===== src/rtl/link_frame_sequencer_pkg.sv =====
// Shared types and constants for the link frame sequencer.
// Frame geometry: 4 x Hamming(7,4) = 28 bits, sent as 14 QPSK symbols.
package link_seq_pkg;

    localparam int WORD_W     = 16;
    localparam int SYM_BITS   = 2;
    localparam int FRAME_BITS = 28;
    localparam int CHAN_LAT   = 3;
    localparam int TIMEOUT    = 64;
    localparam int NSYM       = FRAME_BITS / SYM_BITS;
    localparam int CNT_W      = $clog2(NSYM + CHAN_LAT + 1);

    // XFER counter landmarks, sized to the counter so compares stay width-clean
    localparam logic [CNT_W-1:0] NSYM_C    = CNT_W'(NSYM);
    localparam logic [CNT_W-1:0] CAP_FIRST = CNT_W'(CHAN_LAT);
    localparam logic [CNT_W-1:0] XFER_LAST = CNT_W'(NSYM - 1 + CHAN_LAT);

    typedef enum logic [2:0] {
        IDLE  = 3'd0,
        ENC   = 3'd1,
        XFER  = 3'd2,
        DEINT = 3'd3,
        OUT   = 3'd4
    } state_t;

    // Number of set bits in a data word (used by the bit-error counter)
    function automatic logic [4:0] popcount16(input logic [WORD_W-1:0] v);
        logic [4:0] acc;
        acc = '0;
        for (int i = 0; i < WORD_W; i++) begin
            acc = acc + 5'(v[i]);
        end
        return acc;
    endfunction

endpackage


===== src/rtl/link_frame_sequencer_wdog.sv =====
// link_wdog: loadable down-counter watchdog. Reloads to TIMEOUT-1 while
// clear is high; while enabled it counts down and flags expire during the
// TIMEOUT-th enabled cycle, so the owner can bail out at that edge.
module link_wdog #(
    parameter int TIMEOUT = 64
) (
    input  logic clk,
    input  logic rst,
    input  logic clear,
    input  logic enable,
    output logic expire
);

    localparam int W = (TIMEOUT > 1) ? $clog2(TIMEOUT) : 1;
    localparam logic [W-1:0] LOAD = W'(TIMEOUT - 1);

    logic [W-1:0] cnt_q;
    logic [W-1:0] cnt_d;

    // Next count: reload on clear, otherwise count down to zero and hold
    always_comb begin
        cnt_d = cnt_q;
        if (clear) begin
            cnt_d = LOAD;
        end else if (enable && (cnt_q != '0)) begin
            cnt_d = cnt_q - 1'b1;
        end
    end

    assign expire = enable && !clear && (cnt_q == '0);

    // Counter register, armed at reset
    always_ff @(posedge clk or posedge rst) begin
        if (rst) begin
            cnt_q <= LOAD;
        end else begin
            cnt_q <= cnt_d;
        end
    end

endmodule


===== src/rtl/link_frame_sequencer.sv =====
// link_frame_sequencer: frame-level controller for the baseband loopback
// chain. Accepts a source word, runs the interleaver, streams the frame out
// as symbols, reassembles the returning symbols after the channel latency,
// runs the deinterleaver and hands the decoded word to the consumer.
// Optional feature macro: BER_CNT_EN (adds the bit_err_cnt output).
module link_frame_sequencer
    import link_seq_pkg::*;
(
    input  logic                  clk,
    input  logic                  rst,
    input  logic                  src_valid,
    output logic                  src_ready,
    input  logic [WORD_W-1:0]     src_data,
    output logic [WORD_W-1:0]     src_word,
    output logic                  inter_en,
    input  logic                  inter_eno,
    input  logic [FRAME_BITS-1:0] inter_data,
    output logic [SYM_BITS-1:0]   sym_out,
    input  logic [SYM_BITS-1:0]   sym_in,
    output logic                  deinter_en,
    output logic [FRAME_BITS-1:0] deinter_data,
    input  logic                  deinter_eno,
    input  logic [WORD_W-1:0]     dec_data,
    output logic                  out_valid,
    input  logic                  out_ready,
    output logic [WORD_W-1:0]     out_data,
    output logic                  busy,
    output logic                  err,
`ifdef BER_CNT_EN
    output logic [31:0]           bit_err_cnt,
`endif
    output logic [15:0]           frame_cnt
);

    state_t                state_q, state_d;
    logic [CNT_W-1:0]      cnt_q, cnt_d;
    logic [CNT_W-1:0]      cap_idx;
    logic [FRAME_BITS-1:0] frame_q, frame_d;
    logic [FRAME_BITS-1:0] deinter_data_q, deinter_data_d;
    logic [WORD_W-1:0]     src_word_q, src_word_d;
    logic [WORD_W-1:0]     out_data_q, out_data_d;
    logic [15:0]           frame_cnt_q, frame_cnt_d;
    logic                  src_ready_q, src_ready_d;
    logic                  inter_en_q, inter_en_d;
    logic                  deinter_en_q, deinter_en_d;
    logic                  out_valid_q, out_valid_d;
    logic                  busy_q, busy_d;
    logic                  err_q, err_d;
    logic                  wdog_run;
    logic                  wdog_expire;
`ifdef BER_CNT_EN
    logic [31:0]           bit_err_cnt_q, bit_err_cnt_d;
    logic [32:0]           ber_sum;
`endif

    // One watchdog covers both handshake waits; it is re-armed in every
    // other state so each wait starts with a full budget.
    assign wdog_run = (state_q == ENC) || (state_q == DEINT);

    link_wdog #(.TIMEOUT(TIMEOUT)) u_wdog (
        .clk    (clk),
        .rst    (rst),
        .clear  (!wdog_run),
        .enable (wdog_run),
        .expire (wdog_expire)
    );

    assign cap_idx = cnt_q - CAP_FIRST;

`ifdef BER_CNT_EN
    assign ber_sum = {1'b0, bit_err_cnt_q} + 33'(popcount16(src_word_q ^ out_data_q));
`endif

    // Symbol to the modulator: current frame slice while streaming, else idle 0
    always_comb begin
        sym_out = '0;
        if ((state_q == XFER) && (cnt_q < NSYM_C)) begin
            sym_out = frame_q[int'(cnt_q) * SYM_BITS +: SYM_BITS];
        end
    end

    // Next-state and next-output computation for the frame sequence
    always_comb begin
        state_d        = state_q;
        cnt_d          = cnt_q;
        frame_d        = frame_q;
        deinter_data_d = deinter_data_q;
        src_word_d     = src_word_q;
        out_data_d     = out_data_q;
        frame_cnt_d    = frame_cnt_q;
        src_ready_d    = src_ready_q;
        inter_en_d     = inter_en_q;
        deinter_en_d   = deinter_en_q;
        out_valid_d    = out_valid_q;
        busy_d         = busy_q;
        err_d          = 1'b0;
`ifdef BER_CNT_EN
        bit_err_cnt_d  = bit_err_cnt_q;
`endif
        case (state_q)
            IDLE: begin
                src_ready_d = 1'b1;
                if (src_valid && src_ready_q) begin
                    src_word_d  = src_data;
                    src_ready_d = 1'b0;
                    inter_en_d  = 1'b1;
                    busy_d      = 1'b1;
                    state_d     = ENC;
                end
            end
            ENC: begin
                if (inter_eno) begin
                    frame_d    = inter_data;
                    inter_en_d = 1'b0;
                    cnt_d      = '0;
                    state_d    = XFER;
                end else if (wdog_expire) begin
                    err_d       = 1'b1;
                    inter_en_d  = 1'b0;
                    src_ready_d = 1'b1;
                    busy_d      = 1'b0;
                    state_d     = IDLE;
                end
            end
            XFER: begin
                // Symbol k left CHAN_LAT cycles ago is arriving now
                if (cnt_q >= CAP_FIRST) begin
                    deinter_data_d[int'(cap_idx) * SYM_BITS +: SYM_BITS] = sym_in;
                end
                if (cnt_q == XFER_LAST) begin
                    deinter_en_d = 1'b1;
                    state_d      = DEINT;
                end else begin
                    cnt_d = cnt_q + 1'b1;
                end
            end
            DEINT: begin
                if (deinter_eno) begin
                    out_data_d   = dec_data;
                    deinter_en_d = 1'b0;
                    out_valid_d  = 1'b1;
                    state_d      = OUT;
                end else if (wdog_expire) begin
                    err_d        = 1'b1;
                    deinter_en_d = 1'b0;
                    src_ready_d  = 1'b1;
                    busy_d       = 1'b0;
                    state_d      = IDLE;
                end
            end
            OUT: begin
                if (out_ready) begin
                    frame_cnt_d = frame_cnt_q + 16'd1;
                    out_valid_d = 1'b0;
                    src_ready_d = 1'b1;
                    busy_d      = 1'b0;
                    state_d     = IDLE;
`ifdef BER_CNT_EN
                    bit_err_cnt_d = ber_sum[32] ? 32'hFFFF_FFFF : ber_sum[31:0];
`endif
                end
            end
            default: begin
                src_ready_d  = 1'b0;
                inter_en_d   = 1'b0;
                deinter_en_d = 1'b0;
                out_valid_d  = 1'b0;
                busy_d       = 1'b0;
                state_d      = IDLE;
            end
        endcase
    end

    // State and registered outputs; reset aborts any frame in flight
    always_ff @(posedge clk or posedge rst) begin
        if (rst) begin
            state_q        <= IDLE;
            cnt_q          <= '0;
            frame_q        <= '0;
            deinter_data_q <= '0;
            src_word_q     <= '0;
            out_data_q     <= '0;
            frame_cnt_q    <= '0;
            src_ready_q    <= 1'b0;
            inter_en_q     <= 1'b0;
            deinter_en_q   <= 1'b0;
            out_valid_q    <= 1'b0;
            busy_q         <= 1'b0;
            err_q          <= 1'b0;
`ifdef BER_CNT_EN
            bit_err_cnt_q  <= '0;
`endif
        end else begin
            state_q        <= state_d;
            cnt_q          <= cnt_d;
            frame_q        <= frame_d;
            deinter_data_q <= deinter_data_d;
            src_word_q     <= src_word_d;
            out_data_q     <= out_data_d;
            frame_cnt_q    <= frame_cnt_d;
            src_ready_q    <= src_ready_d;
            inter_en_q     <= inter_en_d;
            deinter_en_q   <= deinter_en_d;
            out_valid_q    <= out_valid_d;
            busy_q         <= busy_d;
            err_q          <= err_d;
`ifdef BER_CNT_EN
            bit_err_cnt_q  <= bit_err_cnt_d;
`endif
        end
    end

    assign src_ready    = src_ready_q;
    assign src_word     = src_word_q;
    assign inter_en     = inter_en_q;
    assign deinter_en   = deinter_en_q;
    assign deinter_data = deinter_data_q;
    assign out_valid    = out_valid_q;
    assign out_data     = out_data_q;
    assign busy         = busy_q;
    assign err          = err_q;
    assign frame_cnt    = frame_cnt_q;
`ifdef BER_CNT_EN
    assign bit_err_cnt  = bit_err_cnt_q;
`endif

endmodule


===== config.mk =====
export PLATFORM = sky130hd
export DESIGN_NAME = link_frame_sequencer
export DESIGN_NICKNAME = d
export VERILOG_FILES = /design/src/rtl/link_frame_sequencer_pkg.sv /design/src/rtl/link_frame_sequencer_wdog.sv /design/src/rtl/link_frame_sequencer.sv
export SDC_FILE = /design/constraint.sdc
export NUM_CORES = 1
export LEC_CHECK = 0
export ABC_CLOCK_PERIOD_IN_PS = 6130
export CORE_ASPECT_RATIO = 0.7
export CORE_MARGIN = 1
export CORE_UTILIZATION = 52
export DETAILED_ROUTE_END_ITERATION = 10
export GPL_ROUTABILITY_DRIVEN = 0
export PLACE_DENSITY = 0.85
export SLEW_MARGIN = 20
export SYNTH_ARGS = -nofsm -noshare
export SYNTH_HDL_FRONTEND = slang
export SYNTH_SLANG_ARGS = --single-unit

===== constraint.sdc =====
create_clock -name clk -period 6.13 [get_ports clk]
set_input_delay 0.613 -clock clk [delete_from_list [all_inputs] [get_ports clk]]
set_output_delay 0.613 -clock clk [all_outputs]
set_load 0.05 [all_outputs]

# == Yosys cells after proc, flatten, opt, wreduce, memory -nomap -nowiden ==
# Cells that the tools add are included.
# totals
word_cells,106
regBits,124
output_inout_bits,84
input_bits,68
# op_classes
mux,38
n_addsub,5
magnitude_cmp,2
bitwise_logic,4
n_eq_ne,16
reduce_logical,24
n_shift,3
# op_table
op,count
negation 6 -> 33 bit,1
variable shift 2 x 33 -> 28 bit (first input constant),1
indexed part select 2 x 33 -> 28 bit,1
bitwise mux 28 bit,1
indexed part select 28 x 7 -> 2 bit,1
two-way mux 1 bit,18
two-way mux 3 bit,6
adder 16 x 1 -> 16 bit (second input constant),1
inequality test 2 bit (second input constant),8
one-hot mux 3 bit (5 select lines),1
AND reduction 3 bit,5
two-way mux 6 bit,2
two-way mux 5 bit,2
one-hot mux 1 bit (5 select lines),2
one-hot mux 5 bit (2 select lines),1
AND reduction 2 bit,5
one-hot mux 1 bit (3 select lines),3
OR reduction 3 bit,3
equality test 3 x 2 -> 1 bit (second input constant),2
logical NOT 6 bit,1
inequality test 3 x 2 -> 1 bit (second input constant),2
nonzero test 6 bit,1
subtractor 6 x 1 -> 6 bit (second input constant),1
adder 5 x 1 -> 5 bit (second input constant),1
16 further kinds,22

# == Depth between registers and ports, before layout ==
# depth
ltp_word,6
mapped_depth,10
mapped_depth_nobuf,8

# == Hierarchy ==
# Synthesis repeated with hierarchy kept, for this count alone.
# unflattened
cells_unflattened,443
hier_area_um2,5776.8
# by_module_without_submodules
mod,n_inst,area_each_um2,cells_per_inst,seq_area_each_um2
link_frame_sequencer,1,5343.9,399,2952.8
link_wdog,1,432.9,44,157.7

# == Least setup slack after synthesis ==
# No wires, ideal clock.
# synth_timing
path_kind,reg-to-reg
start,reg cnt_q[0]
end,reg deinter_data_q[12] (netlist: deinter_data[12])
n_path_buf,3
required_time_ns,6.005
arrival_ns,2.481
path_slack_ns,3.524
path_stages_with_launch,10
cell_sequence,dfrtp_1 -> buf_2 -> buf_4 -> clkinv_1 -> ha_1 -> clkbuf_1 -> inv_1 -> a211o_1 -> a21oi_1 -> mux2_2
# synth_via
elab_chain_cells,4
word_cells_on_any_way,7
# synth_lines
item,line_no,text
start: declaration,link_frame_sequencer.sv:36,"logic [CNT_W-1:0] cnt_q, cnt_d;"
start signal: assignment,link_frame_sequencer.sv:195,cnt_q <= cnt_d;
subtractor 5 x 2 -> 5 bit,link_frame_sequencer.sv:68,assign cap_idx = cnt_q - CAP_FIRST;
negation 6 -> 33 bit,link_frame_sequencer.sv:128,deinter_data_d[int'(cap_idx) * SYM_BITS +: SYM_BITS] = sym_in;
indexed part select 2 x 33 -> 28 bit or variable shift 2 x 33 -> 28 bit (tied branches),link_frame_sequencer.sv:128,
bitwise mux 28 bit,link_frame_sequencer.sv:128,
end signal: assignment,link_frame_sequencer.sv:197,deinter_data_q <= deinter_data_d;
end: declaration,link_frame_sequencer.sv:39,"logic [FRAME_BITS-1:0] deinter_data_q, deinter_data_d;"
# Several ways; a longest one is shown, not always the timed one.
# A chain may end at the register's enable or synchronous reset.

# == Worst setup path in the final report ==
# layout_timing
start,reg cnt_q[0]
end,out sym_out[0]
# layout_via
elab_chain_cells,3
word_cells_on_any_way,4
# layout_lines
item,line_no,text
"parallel branches: the longest is 2 deep, another holds indexed part select 28 x 7 -> 2 bit",--,
two-way mux 2 bit *,link_frame_sequencer.sv:77,if ((state_q == XFER) && (cnt_q < NSYM_C)) begin
end: declaration,link_frame_sequencer.sv:18,"output logic [SYM_BITS-1:0] sym_out,"
# Every way passes the cells marked *.

==> parameters.txt <==
Parameter                              Value

Outcome
  Run status    complete, no violations

Floorplan
  Chip Height    89.53 um
  Area of the die    0.01137 mm2
  I/O Pins    152
  Core Region    0.01051 mm2
  Starting Density    0.5415
  Row count    31
  Die X    127.0 um

Cells and area
  Core occupancy in the finished layout    0.7494
  Layout cell share with drive strength beyond 1    0.2350
  Number of filler instances in the final layout    654
  Number of standard cells in the layout, taps in and fillers out    748
  Combined area of the multi-input logic cells    0.002437 mm2
  Area growth from synthesis to layout    38.40%
  Sequential cell area    0.003110 mm2
  Fin nets    666
  Inserted Diodes    0
  Final design instance area without fill    0.007878 mm2

Place
  Number of instances in the placed design    718
  Area after DPL    0.007311 mm2
  Estimated wirelength of the detail-placed design    9038 um
  Number of I/O port buffers    151

Route
  Routed wire length    12580 um
  Met2 wire length    5698 um
  Remaining DRCs    0
  Wire per inst    16.82 um
  Highest routed layer    met4
  1st-iter DRT viols    235
  Vias per cell    5.426
  Number of detailed-route iterations in the first pass    4
  Total via count in the routed design    4059
  Routed wl met3    993 um
  Remaining antenna violation count    0
  Post-Route M1 WL    5713 um

Setup path
  CP Launch Type    flop
  Arrival time reported for the critical path endpoint    3.14 ns
  Worst setup EP type    primary output
  Worst r2r src    cnt_q[0]$_DFFE_PP0P_
  Launching element of the worst setup path    cnt_q[0]$_DFFE_PP0P_
  Reg-to-reg slack, setup    2.77 ns
  Required time worst endpoint    5.52 ns
  Setup Crit Path Kind    reg -> out
  CP Max Fanout    18

Logic synthesis
  Top_reg_cell synth    sky130_fd_sc_hd__dfrtp_1
  List of most frequent post-synthesis cells    118 x sky130_fd_sc_hd__dfrtp_1, 87 x sky130_fd_sc_hd__mux2_2, 22 x sky130_fd_sc_hd__nand2_1
  Number of storage elements in the synthesis netlist    124
  Count of yosys warnings during synthesis    0
  Cell with the most instances after synthesis    sky130_fd_sc_hd__dfrtp_1
  Cell taking the most area after synthesis    sky130_fd_sc_hd__dfrtp_1
  Syn_area_per_cell    12.99 um2
  Post-synth EDFFs    0
  Post-synth net total    515
  Top cells by area, synth    sky130_fd_sc_hd__dfrtp_1 52%, sky130_fd_sc_hd__mux2_2 17%, sky130_fd_sc_hd__mux4_2 3.2%
  Number of instances in the synthesized netlist    438
  Total standard cell area after synthesis    0.005692 mm2
  Post-synth ARST share    1.000
  Netlist cell types    58
  Post-synthesis sequential area ratio    0.5465
  Portion of synthesized cell area occupied by the leading cell type    0.5188

Timing
  Final setup violating endpoints    0
  Share of the clock period used by the worst path    0.6116
  Worst-case headroom to the max-slew limit    0.4052
  Setup repair after global routing missed its margin    no
  Tightest Pin Transition    0.8897 ns
  Final Slew Violations    0
  Setup clock skew after layout    0.009348 ns
  Accumulated negative setup slack    0 ns
  Crit path time final    3.749 ns
  Fmax achieved    0.2667 GHz
  Final Hold Fails    0

Hold path
  Type of the worst min-delay path    reg -> reg
  Worst min-delay path startpoint    frame_cnt[15]$_DFFE_PP0P_

Global routing
  First-pass GRT wire length    20710 um
  Overall overflow remaining after global route    0
  Maximum number of pins on one net before global-route repair    67
  Overall routing resource usage    0.2394
  Initial antenna violation count    0
  Number of global-route vias before repair    4146

Run
  Max-Cap Viols    0

Power
  Net switching power of the design    1.756 mW
  Share of power burned in the clock network    0.221
  Switching power as a share of total power    0.4043
  Power share of the combinational group    0.459
  Overall power of the completed layout    4.343 mW
  Leakage power of the design    3.395 nW
  Largest vdd supply drop    0.0003560 V
  Internal Dissipation    2.588 mW
  Fraction of power consumed by sequential logic    0.319
  Power per unit of standard cell area    551.4 mW/mm2

Clock network
  Buffer type at the clock tree root    sky130_fd_sc_hd__clkbuf_16
  Clock latency reported for the late side of the worst-skew pair    0.41 ns
  Post-CTS repair timing setup buffer count    0
  Number of buffers inserted for hold repair after clock tree synthesis    0
  Clock transition at the register clock pins on the worst setup and hold paths after CTS    0.05 ns
  Clock tree from TritonCTS    built
  CTS Buf Count    17
  CTS H-tree depth    4
  Clk buf depth    2
  # clock sinks    124
  Total of cells resized after clock tree synthesis    0
[power by group through the flow]
stage | Combinational [mW] | Sequential [mW] | Clock [mW]
after global placement | 1.94 | 1.38 | 0
after CTS | 2.00 | 1.39 | 0.975
after detailed placement | 1.99 | 1.40 | 0
after global routing | 2.11 | 1.44 | 1.01
after floorplan | 0.854 | 1.92 | 0
final | 2.00 | 1.39 | 0.962
[cell type report]
| class | instances | area share |
|---|---|---|
| Timing Repair Buffer | 154 | 0.1947 |
| Clock buffer | 22 | 0.06020 |
| Tap cell | 148 | 0.02351 |
| Clock inverter | 8 | 0.01175 |
| Multi-Input combinational cell | 281 | 0.3094 |
| Sequential cell | 124 | 0.3949 |
| Inverter | 11 | 0.005559 |
[flip-flops by register name, indices dropped and copies added (netlist names), 3 cells and up]
signal,flops
src_word,16
cnt_q,5
out_data,16
deinter_data,28
state_q,3
frame_q,28
frame_cnt,16
u_wdog.cnt_q,6
[kinds of logic after synthesis]
group,share of synthesized area
mux,0.2152
fa+ha+maj,0.01978
xor+xnor,0.03385
buf+inv,0.02528
compound gates,0.05320
flops,0.5465
simple gates,0.1062
[layout by cell type (no fill, tap or decap), drive strengths merged, types with 3 or more instances in the layout]
master	netlist	final
dfstp	6	6
nor2	11	11
nor3	7	7
mux2	91	91
xor2	6	6
and4	3	3
o21ai	14	14
nand4	6	6
clkdlybuf4s50	0	151
xnor2	16	16
nand2	22	22
a31oi	3	3
nor2b	8	8
clkbuf	13	22
dfrtp	118	118
ha	9	9
a21oi	12	12
nor3b	6	6
and3	9	9
clkinv	2	7
inv	9	9
mux4	8	8
buf	9	3
nand3	11	11
[per-stage QoR]
| stage | setup WS [ns] | hold slack (ns) |
|---|---|---|
| 2_1_floorplan | 2.228 | 0.4736 |
| 3_3_place_gp | 2.833 | 0.4591 |
| 3_5_place_dp | 2.762 | 0.4619 |
| 4_1_cts | 2.321 | 0.4737 |
| 5_1_grt | 2.232 | 0.4835 |
| 6_report | 2.381 | 0.4704 |
[metal layers]
metal  vias to the layer above  GRT usage
met5                         -          0
met4                         0    0.09524
met3                        19    0.08079
met2                       156     0.3611
met1                      1995     0.3227
li1                       1889          -
[path summary, 6_finish.rpt]
path                                                endpoint  depth (start not counted)
worst max-delay path                              sym_out[0]                          4
worst min-delay path               frame_cnt[15]$_DFFE_PP0P_                          1
worst max register to register  deinter_data[27]$_DFFE_PP0P_                          7
worst min register to register     frame_cnt[15]$_DFFE_PP0P_                          1
max in group asynchronous       deinter_data[22]$_DFFE_PP0P_                          3
min in group asynchronous            out_data[7]$_DFFE_PP0P_                          2
[critical path: stages, from the launching register on]
cell,delay [ns]
sky130_fd_sc_hd__dfrtp_1,0.83
sky130_fd_sc_hd__mux4_2,0.59
sky130_fd_sc_hd__mux4_2,0.47
sky130_fd_sc_hd__nor2b_1,0.14
sky130_fd_sc_hd__clkdlybuf4s50_1,0.70
(Power assumes the default switching activity.)
